<file path="config.mk">
export PLATFORM = sky130hd
export DESIGN_NAME = gfau_modexp_ctrl_flat
export DESIGN_NICKNAME = d
export VERILOG_FILES = /design/src/rtl/gfau_pkg.sv /design/src/rtl/gfau_modexp_ctrl_if.sv /design/src/rtl/gfau_req_port.sv /design/src/rtl/gfau_modexp_ctrl.sv /design/src/flat_wrapper.sv
export SDC_FILE = /design/constraint.sdc
export NUM_CORES = 1
export LEC_CHECK = 0
export BUFFER_PORTS_ARGS = -buffer_cell sky130_fd_sc_hd__clkbuf_2
export CAP_MARGIN = 40
export CORE_MARGIN = 3
export CORE_UTILIZATION = 50
export DETAILED_ROUTE_END_ITERATION = 10
export PLACE_DENSITY = 0.85
export SLEW_MARGIN = 20
export SYNTH_ARGS = -nofsm -noshare
export SYNTH_HDL_FRONTEND = slang
export SYNTH_SLANG_ARGS = --single-unit
</file>
<file path="constraint.sdc">
create_clock -name i_clk -period 3.2 [get_ports i_clk]
set_input_delay 0.16 -clock i_clk [delete_from_list [all_inputs] [get_ports i_clk]]
set_output_delay 0.16 -clock i_clk [all_outputs]
set_load 0.02 [all_outputs]
</file>
<file path="src/rtl/gfau_pkg.sv">
// Shared GFAU definitions: operation encodings and the modexp controller state set.
package gfau_pkg;

    typedef enum logic [1:0] {
        GF_ADD = 2'd0,
        GF_SUB = 2'd1,
        GF_MUL = 2'd2,
        GF_DIV = 2'd3
    } gf_op_e;

    typedef enum logic [2:0] {
        ST_IDLE,
        ST_CHECK,
        ST_SQUARE,
        ST_MULT,
        ST_NEXT,
        ST_FINISH
    } ctrl_state_e;

endpackage

</file>
<file path="src/rtl/gfau_modexp_ctrl_if.sv">
// Host request/response and GFAU operation handshake seen by the modexp controller.
interface gfau_modexp_ctrl_if #(
    parameter int SIZE  = 32,
    parameter int EXP_W = 8
);
    logic             i_start;
    logic [SIZE-1:0]  i_base;
    logic [EXP_W-1:0] i_exp;
    logic [SIZE-1:0]  i_prime;
    logic             o_busy;
    logic             o_done;
    logic             o_err;
    logic [SIZE-1:0]  o_result;
    logic [SIZE-1:0]  o_in_0;
    logic [SIZE-1:0]  o_in_1;
    logic [SIZE-1:0]  o_prime;
    logic [1:0]       o_op_sel;
    logic             o_start;
    logic [SIZE-1:0]  i_result;
    logic             i_done;

    modport master (
        input  i_start, i_base, i_exp, i_prime, i_result, i_done,
        output o_busy, o_done, o_err, o_result, o_in_0, o_in_1, o_prime, o_op_sel, o_start
    );

    modport slave (
        output i_start, i_base, i_exp, i_prime, i_result, i_done,
        input  o_busy, o_done, o_err, o_result, o_in_0, o_in_1, o_prime, o_op_sel, o_start
    );
endinterface

</file>
<file path="src/rtl/gfau_req_port.sv">
// GFAU request port: holds o_start and operands for one multiply until done or timeout.
module gfau_req_port
    import gfau_pkg::*;
#(
    parameter int SIZE    = 32,
    parameter int TIMEOUT = 1023
) (
    input  logic            i_clk,
    input  logic            i_rst_n,
    input  logic            issue,
    input  logic [SIZE-1:0] in_0,
    input  logic [SIZE-1:0] in_1,
    input  logic [SIZE-1:0] prime,
    output logic            pending,
    output logic            complete,
    output logic            timeout,
    output logic            o_start,
    output logic [SIZE-1:0] o_in_0,
    output logic [SIZE-1:0] o_in_1,
    output logic [SIZE-1:0] o_prime,
    output logic [1:0]      o_op_sel,
    input  logic            i_done
);
    localparam int CNT_W = $clog2(TIMEOUT + 1);

    logic             start_reg;
    logic [SIZE-1:0]  in_0_reg;
    logic [SIZE-1:0]  in_1_reg;
    logic [SIZE-1:0]  prime_reg;
    gf_op_e           op_sel_reg;
    logic [CNT_W-1:0] wait_cnt_reg;

    // i_done only counts while a request is outstanding; stray strobes are dropped.
    assign complete = start_reg & i_done;
    assign timeout  = start_reg & ~i_done & (wait_cnt_reg == CNT_W'(TIMEOUT - 1));
    assign pending  = start_reg;

    always_ff @(posedge i_clk or negedge i_rst_n) begin
        if (!i_rst_n) begin
            start_reg    <= 1'b0;
            in_0_reg     <= '0;
            in_1_reg     <= '0;
            prime_reg    <= '0;
            op_sel_reg   <= GF_ADD;
            wait_cnt_reg <= '0;
        end else if (issue) begin
            start_reg    <= 1'b1;
            in_0_reg     <= in_0;
            in_1_reg     <= in_1;
            prime_reg    <= prime;
            op_sel_reg   <= GF_MUL;
            wait_cnt_reg <= '0;
        end else if (complete || timeout) begin
            start_reg    <= 1'b0;
            wait_cnt_reg <= '0;
        end else if (start_reg) begin
            wait_cnt_reg <= wait_cnt_reg + 1'b1;
        end
    end

    assign o_start  = start_reg;
    assign o_in_0   = in_0_reg;
    assign o_in_1   = in_1_reg;
    assign o_prime  = prime_reg;
    assign o_op_sel = op_sel_reg;

endmodule

</file>
<file path="src/rtl/gfau_modexp_ctrl.sv">
// Modular exponentiation controller: left-to-right square-and-multiply over all exponent bits,
// one GFAU multiply per step.
module gfau_modexp_ctrl
    import gfau_pkg::*;
#(
    parameter int SIZE    = 32,
    parameter int EXP_W   = 8,
    parameter int TIMEOUT = 1023
) (
    input  logic i_clk,
    input  logic i_rst_n,
    gfau_modexp_ctrl_if.master bus
);
    localparam int K_W = (EXP_W > 1) ? $clog2(EXP_W) : 1;

    ctrl_state_e      state_reg,  state_next;
    logic [SIZE-1:0]  acc_reg,    acc_next;
    logic [SIZE-1:0]  base_reg,   base_next;
    logic [SIZE-1:0]  prime_reg,  prime_next;
    logic [EXP_W-1:0] exp_reg,    exp_next;
    logic [K_W-1:0]   k_reg,      k_next;
    logic [SIZE-1:0]  result_reg, result_next;
    logic             err_reg,    err_next;

    logic            issue;
    logic [SIZE-1:0] op_b;
    logic            pending;
    logic            complete;
    logic            timeout;

    gfau_req_port #(
        .SIZE    (SIZE),
        .TIMEOUT (TIMEOUT)
    ) u_req_port (
        .i_clk    (i_clk),
        .i_rst_n  (i_rst_n),
        .issue    (issue),
        .in_0     (acc_reg),
        .in_1     (op_b),
        .prime    (prime_reg),
        .pending  (pending),
        .complete (complete),
        .timeout  (timeout),
        .o_start  (bus.o_start),
        .o_in_0   (bus.o_in_0),
        .o_in_1   (bus.o_in_1),
        .o_prime  (bus.o_prime),
        .o_op_sel (bus.o_op_sel),
        .i_done   (bus.i_done)
    );

    always_ff @(posedge i_clk or negedge i_rst_n) begin
        if (!i_rst_n) begin
            state_reg  <= ST_IDLE;
            acc_reg    <= '0;
            base_reg   <= '0;
            prime_reg  <= '0;
            exp_reg    <= '0;
            k_reg      <= '0;
            result_reg <= '0;
            err_reg    <= 1'b0;
        end else begin
            state_reg  <= state_next;
            acc_reg    <= acc_next;
            base_reg   <= base_next;
            prime_reg  <= prime_next;
            exp_reg    <= exp_next;
            k_reg      <= k_next;
            result_reg <= result_next;
            err_reg    <= err_next;
        end
    end

    always_comb begin
        state_next  = state_reg;
        acc_next    = acc_reg;
        base_next   = base_reg;
        prime_next  = prime_reg;
        exp_next    = exp_reg;
        k_next      = k_reg;
        result_next = result_reg;
        err_next    = err_reg;
        issue       = 1'b0;
        op_b        = acc_reg;

        case (state_reg)
            ST_IDLE: begin
                if (bus.i_start) begin
                    base_next  = bus.i_base;
                    exp_next   = bus.i_exp;
                    prime_next = bus.i_prime;
                    acc_next   = SIZE'(1);
                    k_next     = K_W'(EXP_W - 1);
                    err_next   = 1'b0;
                    state_next = ST_CHECK;
                end
            end
            ST_CHECK: begin
                if (prime_reg < SIZE'(2) || base_reg >= prime_reg) begin
                    err_next    = 1'b1;
                    result_next = '0;
                    state_next  = ST_FINISH;
                end else if (exp_reg == '0) begin
                    result_next = SIZE'(1);
                    state_next  = ST_FINISH;
                end else begin
                    state_next = ST_SQUARE;
                end
            end
            ST_SQUARE, ST_MULT: begin
                // Issue once on entry; the port holds operands until done or timeout.
                issue = ~pending;
                op_b  = (state_reg == ST_MULT) ? base_reg : acc_reg;
                if (complete) begin
                    acc_next = bus.i_result;
                    if (state_reg == ST_SQUARE && exp_reg[k_reg])
                        state_next = ST_MULT;
                    else
                        state_next = ST_NEXT;
                end else if (timeout) begin
                    err_next    = 1'b1;
                    result_next = '0;
                    state_next  = ST_FINISH;
                end
            end
            ST_NEXT: begin
                if (k_reg == '0) begin
                    result_next = acc_reg;
                    state_next  = ST_FINISH;
                end else begin
                    k_next     = k_reg - 1'b1;
                    state_next = ST_SQUARE;
                end
            end
            ST_FINISH: state_next = ST_IDLE;
            default:   state_next = ST_IDLE;
        endcase
    end

    assign bus.o_busy   = (state_reg != ST_IDLE);
    assign bus.o_done   = (state_reg == ST_FINISH);
    assign bus.o_err    = err_reg;
    assign bus.o_result = result_reg;

endmodule

</file>
<file path="src/flat_wrapper.sv">
// flat-port wrapper written by rule: the top's interface ports become plain ports
module gfau_modexp_ctrl_flat import gfau_pkg::*;
#(
    parameter int SIZE    = 32,
    parameter int EXP_W   = 8,
    parameter int TIMEOUT = 1023
)
  (i_clk, i_rst_n, bus_i_start, bus_i_base, bus_i_exp, bus_i_prime, bus_i_result, bus_i_done, bus_o_busy, bus_o_done, bus_o_err, bus_o_result, bus_o_in_0, bus_o_in_1, bus_o_prime, bus_o_op_sel, bus_o_start);
  gfau_modexp_ctrl_if #(.SIZE(SIZE), .EXP_W(EXP_W)) bus_i ();
  input  logic i_clk;
  input  logic i_rst_n;
  input wire logic [$bits(bus_i.i_start)-1:0] bus_i_start;
  input wire logic [$bits(bus_i.i_base)-1:0] bus_i_base;
  input wire logic [$bits(bus_i.i_exp)-1:0] bus_i_exp;
  input wire logic [$bits(bus_i.i_prime)-1:0] bus_i_prime;
  input wire logic [$bits(bus_i.i_result)-1:0] bus_i_result;
  input wire logic [$bits(bus_i.i_done)-1:0] bus_i_done;
  output wire logic [$bits(bus_i.o_busy)-1:0] bus_o_busy;
  output wire logic [$bits(bus_i.o_done)-1:0] bus_o_done;
  output wire logic [$bits(bus_i.o_err)-1:0] bus_o_err;
  output wire logic [$bits(bus_i.o_result)-1:0] bus_o_result;
  output wire logic [$bits(bus_i.o_in_0)-1:0] bus_o_in_0;
  output wire logic [$bits(bus_i.o_in_1)-1:0] bus_o_in_1;
  output wire logic [$bits(bus_i.o_prime)-1:0] bus_o_prime;
  output wire logic [$bits(bus_i.o_op_sel)-1:0] bus_o_op_sel;
  output wire logic [$bits(bus_i.o_start)-1:0] bus_o_start;
  assign bus_i.i_start = bus_i_start;
  assign bus_i.i_base = bus_i_base;
  assign bus_i.i_exp = bus_i_exp;
  assign bus_i.i_prime = bus_i_prime;
  assign bus_i.i_result = bus_i_result;
  assign bus_i.i_done = bus_i_done;
  assign bus_o_busy = bus_i.o_busy;
  assign bus_o_done = bus_i.o_done;
  assign bus_o_err = bus_i.o_err;
  assign bus_o_result = bus_i.o_result;
  assign bus_o_in_0 = bus_i.o_in_0;
  assign bus_o_in_1 = bus_i.o_in_1;
  assign bus_o_prime = bus_i.o_prime;
  assign bus_o_op_sel = bus_i.o_op_sel;
  assign bus_o_start = bus_i.o_start;
  gfau_modexp_ctrl #(.SIZE(SIZE), .EXP_W(EXP_W), .TIMEOUT(TIMEOUT)) u_core (.i_clk(i_clk), .i_rst_n(i_rst_n), .bus(bus_i));
endmodule
</file>
Word level (Yosys, flattened, before mapping):

Index checks and enable logic that the tools add are counted.

* bits in registers: 251
* input port bits: 108

* multiplexer cells: 35
* bitwise logic cells: 5
* order comparisons: 3
* add/subtract/negate cells: 2
* eq/ne operators: 15
* reductions and logical operators: 20

Operators with widths (number)
* 32-bit two-way mux: 9
* 32-bit one-hot mux with 3 select lines: 1
* 32-bit one-hot mux with 2 select lines: 1
* 32-bit >= comparator: 1
* 32-bit by 2-bit less-than comparator with 1-bit output (second input constant): 1
* 10-bit two-way mux: 3
* 3-bit two-way mux: 9
* 3-bit one-hot mux with 4 select lines: 1
* 3-bit nonzero test: 4
* 10-bit by 1-bit adder with 10-bit output (second input constant): 1
* 10-bit == test (second input constant): 1
* 2-bit inequality test (second input constant): 5
* 5-bit AND reduction: 2
* 8-bit zero test: 1
* 1-bit two-way mux: 8
* 3-bit by 2-bit == test with 1-bit output (second input constant): 2
* 3-bit == test (second input constant): 2
* 3-bit zero test: 2
* 3-bit one-hot mux with 2 select lines: 1
* 3-bit AND reduction: 2
* 2-bit nonzero test: 3
* 3-bit by 4-bit less-than comparator with 1-bit output (second input constant): 1
* 2-bit by 1-bit inequality test with 1-bit output (second input constant): 2
* 2-bit AND reduction: 2
* other kinds (11): 15

Logic depth before layout (Yosys ltp):

* depth in word-level cells: 6
* mapped depth: 11

By module:

From an unflattened synthesis, not the netlist that was laid out.

* cells, all modules: 971
* area, all modules: 11362.1 um^2

By module, submodules not included
* gfau_modexp_ctrl: times used 1, sequential area each 3578.4 um^2, cells each 693, area an instance 7119.3 um^2
* gfau_req_port: times used 1, sequential area each 2702.6 um^2, cells each 278, area an instance 4242.8 um^2

Worst setup path after synthesis:

Ideal clock, no wire load.

* path kind: reg-to-reg
* start: reg u_core.prime_reg[27]
* end: reg u_core.result_reg[0], in the netlist u_core.bus.o_result[0]
* library setup time: 0.125 ns
* required time: 3.075 ns
* stages on the path, launching flop included: 11
* path buffers: 1
* arrival time: 2.508 ns
* slack: 0.567 ns
* cells stage by stage: dfrtp_1 inv_1 ha_1 nand4_1 or4_1 nor2_1 o2bb2ai_1 and4bb_1 a211o_1 buf_6 mux2_4

* longest elaborated chain between the ends: 4
* elaborated cells between the ends (all ways): 7
* classes of those cells: order compare: 2; eq/ne: 1; mux: 2; reduce/logical: 2

RTL lines
* start: declaration: line gfau_modexp_ctrl.sv:19 `logic [SIZE-1:0] prime_reg, prime_next;`
* start signal: assignment: line gfau_modexp_ctrl.sv:66 `prime_reg <= prime_next;`
* 32-bit by 2-bit less-than comparator with 1-bit output or 32-bit >= comparator (tied branches): line gfau_modexp_ctrl.sv:99 `if (prime_reg < SIZE'(2) || base_reg >= prime_reg) begin`
* 1-bit logical OR *: line gfau_modexp_ctrl.sv:99
* 3-bit by 1-bit inequality test with 1-bit output (no source line) or 32-bit two-way mux (tied branches)
* 5-bit AND reduction (no source line) or 32-bit one-hot mux with 3 select lines (tied branches)
* end signal: assignment: line gfau_modexp_ctrl.sv:69 `result_reg <= result_next;`
* end: declaration: line gfau_modexp_ctrl.sv:22 `logic [SIZE-1:0] result_reg, result_next;`

Mark *: on every way between the ends. The rest lies on a longest branch, timed or not.
A chain may end at the register's enable or synchronous reset.

Worst setup path after layout:

* start: reg u_core.prime_reg[27]
* end: reg u_core.result_reg[12], in the netlist u_core.bus.o_result[12]

The elaborated chain is that of the path after synthesis.

==> impl_metrics.json <==
{
  "synth_top_area_share_pct": 56.5,
  "hold_class": "input pin to flop",
  "drv_slew": 0,
  "outcome": "finished clean",
  "crit_required_ns": 3.59,
  "portBuffers": 240,
  "drt-initial-drc-count": 587,
  "synthFlopType": "dfrtp_1",
  "worst_r2r_startpoint": "u_core.prime_reg[27]$_DFFE_PN0P_",
  "dieArea_mm2": 0.0241,
  "worstSetupStartpoint": "u_core.prime_reg[27]$_DFFE_PN0P_",
  "ff2ff_setup_slack_ns": 0.20,
  "vias": 9303,
  "routed_wl_mm": 32.2,
  "dr.pass1.iters": 7,
  "yosysTopAreaCell": "dfrtp_1",
  "core_mm2": 0.0214,
  "endpoint": "u_core.bus.o_result[12]$_DFFE_PN0P_",
  "drtAntennaViolNets": 0,
  "worstPathCellList": "inv_1 > ha_1 > nand4_1 > or4_1 > nor2_1 > o2bb2ai_1 > and4bb_1 > a211o_2 > buf_4 > mux2i_1",
  "synth_seq_area_share_pct": 56.5,
  "final_common_cell": "nand2_1",
  "routedWlPerCell_um": 18.9,
  "clock_sinks": 251,
  "finalWeightedCongestion": 0.882,
  "ys_top_cells_by_area": "dfrtp_1, nand2_1, mux2_2",
  "synthCells": 1079,
  "setup_violations": 0,
  "crit_slowest_cell": "or4_1",
  "drive_gt1_share_pct": 26.3,
  "io_pins": 242,
  "min_period_ns": 3.00,
  "cp.arrival_ns": 3.39,
  "p_leak_nw": 7.27,
  "final_cell_mix": "nand2_1, dfrtp_1, clkbuf_2",
  "drc": 0,
  "clkTransAtPathRegs_ns": 0.07,
  "critPathMaxStageDelay_ns": 0.58,
  "relSlewSlack_pct": 51.6,
  "worst_slack_ns": 0.197,
  "cts_htree_levels": 1,
  "r2r_end": "u_core.bus.o_result[12]$_DFFE_PN0P_",
  "critPathLaunchType": "flop",
  "cts_tree": "done",
  "finalSetupTns_ns": 0,
  "synth_area_mm2": 0.0111,
  "post-route-period-util_pct": 93.8,
  "endpoint_kind": "flop",
  "via_per_inst": 5.44,
  "gr-usage-all-layers_pct": 26.4,
  "fillCellCount": 1574,
  "dp_slack_ns": 0.244,
  "start_util_pct": 51.9,
  "criticalPathCategory": "flop to flop",
  "synthesis.nets": 1223,
  "register_area_mm2": 0.00628,
  "grt_setup_unrepaired": "false",
  "rows": 53,
  "synthArstFlopShare_pct": 100,
  "crit_buf_inv": 2,
  "grt_overflow": 0,
  "final_hold_viol_count": 0,
  "synth_edf_count": 0,
  "ys_ff_latch": 251,
  "power_density_mw_per_mm2": 1050,
  "rr_worst_depth": 10,
  "clockBufferDepth": 3,
  "multi_input_area_mm2": 0.00434,
  "path_depth": 10,
  "die_w_um": 155,
  "syn_avg_cell_area_um2": 10.3,
  "synth_cell_type_count": 53,
  "clock_skew_ns": 0.0227,
  "grt_first_pass_wirelength_mm": 50.7,
  "first_global_vias": 9499,
  "dp_hpwl_mm": 21.6,
  "cts_buffers": 26,
  "clock_latency_ns": 0.54,
  "crit_path_max_fanout": 20,
  "grt_start_max_net_pins": 97,
  "path_delay_family": "simple AND/OR/NAND/NOR gates",
  "ir_drop_uv": 579,
  "cap_violations": 0,
  "die_height_um": 155,
  "post_cts_buffers": 0,
  "nets": 1558,
  "cts_root_buf": "clkbuf_16",
  "ys.warnings.count": 0,
  "antenna_found_initial": 2,
  "tightest_slew_ns": 0.725,
  "area_delta_synth_final_pct": 30.2,
  "fmax_mhz": 333
}
-- routing by layer --
layer / global-route usage, % / share of wire [%] / routed length (um) / vias up
met5: 0 / 0.040 / 13 / -
met1: 35.1 / 41 / 13100 / 4485
met4: 10.8 / 4.3 / 1370 / 2
met3: 5.31 / 8.1 / 2630 / 95
li1: - / - / - / 4277
met2: 42.7 / 47 / 15200 / 444
-- metrics by stage --
step           utilization, %  cell area, um^2  hold WS (ns)  std cells  power [W]
3_5_place_dp             58.9            12600         0.238       1556     0.0120
3_3_place_gp             58.9            12600         0.234       1556     0.0118
2_1_floorplan               -            11100        -0.136       1079    0.00990
6_report                 67.6            14500         0.139       1709     0.0152
4_1_cts                  67.6            14500         0.125       1707     0.0151
5_1_grt                  67.6            14500         0.141       1708     0.0161
-- worst min path at each step --
stage,startpoint,to,slack [ns],cells past startpoint
final,bus_i_start,u_core.base_reg[21]$_DFFE_PN0P_,0.14,4
after global placement,i_rst_n,u_core.u_req_port.o_in_0[4]$_DFFE_PN0P_,0.23,1
after global routing,bus_i_start,u_core.base_reg[21]$_DFFE_PN0P_,0.14,4
after CTS,bus_i_start,u_core.base_reg[21]$_DFFE_PN0P_,0.12,4
after detailed placement,i_rst_n,u_core.u_req_port.o_in_0[5]$_DFFE_PN0P_,0.24,1
after floorplan,i_rst_n,u_core.acc_reg[0]$_DFFE_PN0P_,-0.14,0
-- worst min-delay path, delay by kind of cell --
family | cells | cell delay [ns]
buffers and inverters | 1 | 0.10
and+or+nand+nor | 3 | 0.38
-- power by group --
part | total (W) | internal [W] | switching, W
combinational | 0.00642 | 0.00258 | 0.00384
clock | 0.00291 | 0.00168 | 0.00124
sequential | 0.00583 | 0.00453 | 0.00130
-- repair_timing --
action,4_1_cts,5_1_grt
endpoints found under the hold margin,196,0
hold buffers,105,0
gates resized for setup,0,0
-- cell usage after synthesis, types with 2 or more instances --
master and number:
nor2_1 47, nor4_1 10, o21ai_0 82, ha_1 36
nand2_1 267, a31oi_1 2, a211o_1 3, or2_2 2
o31ai_1 3, and2_1 2, dfrtp_1 251, nand4_1 8
o41ai_1 3, nand3_1 7, and4_1 2, clkbuf_1 40
buf_12 3, nor3_1 8, o2bb2ai_1 2, mux2i_1 64
nand2b_1 5, buf_1 10, mux4_2 2, a21oi_1 52
inv_1 72, mux2_2 64, nor2b_1 6
-- layout make-up --
cell class              instances  share of cell area [%]
well taps                     275                    2.38
diodes                          2                  0.0346
clock buffers                  40                    5.42
multi-input cells             701                    30.0
flip-flops and latches        251                    43.4
clock inverters                 6                   0.207
repair buffers                362                    16.8
inverters                      72                    1.87
-- kinds of logic (layout without fill, tap and decap cells) --
group	Yosys count	after routing	synth area share, %
compound gates	159	159	7.83
xor+xnor	1	1	0.0787
fa+ha+maj	36	36	4.05
buf+inv	127	480	4.82
flops	251	251	56.5
mux	131	131	12.8
other cells	1	3	0.0337
simple gates	373	373	14.0
(Power assumes the default switching activity.)
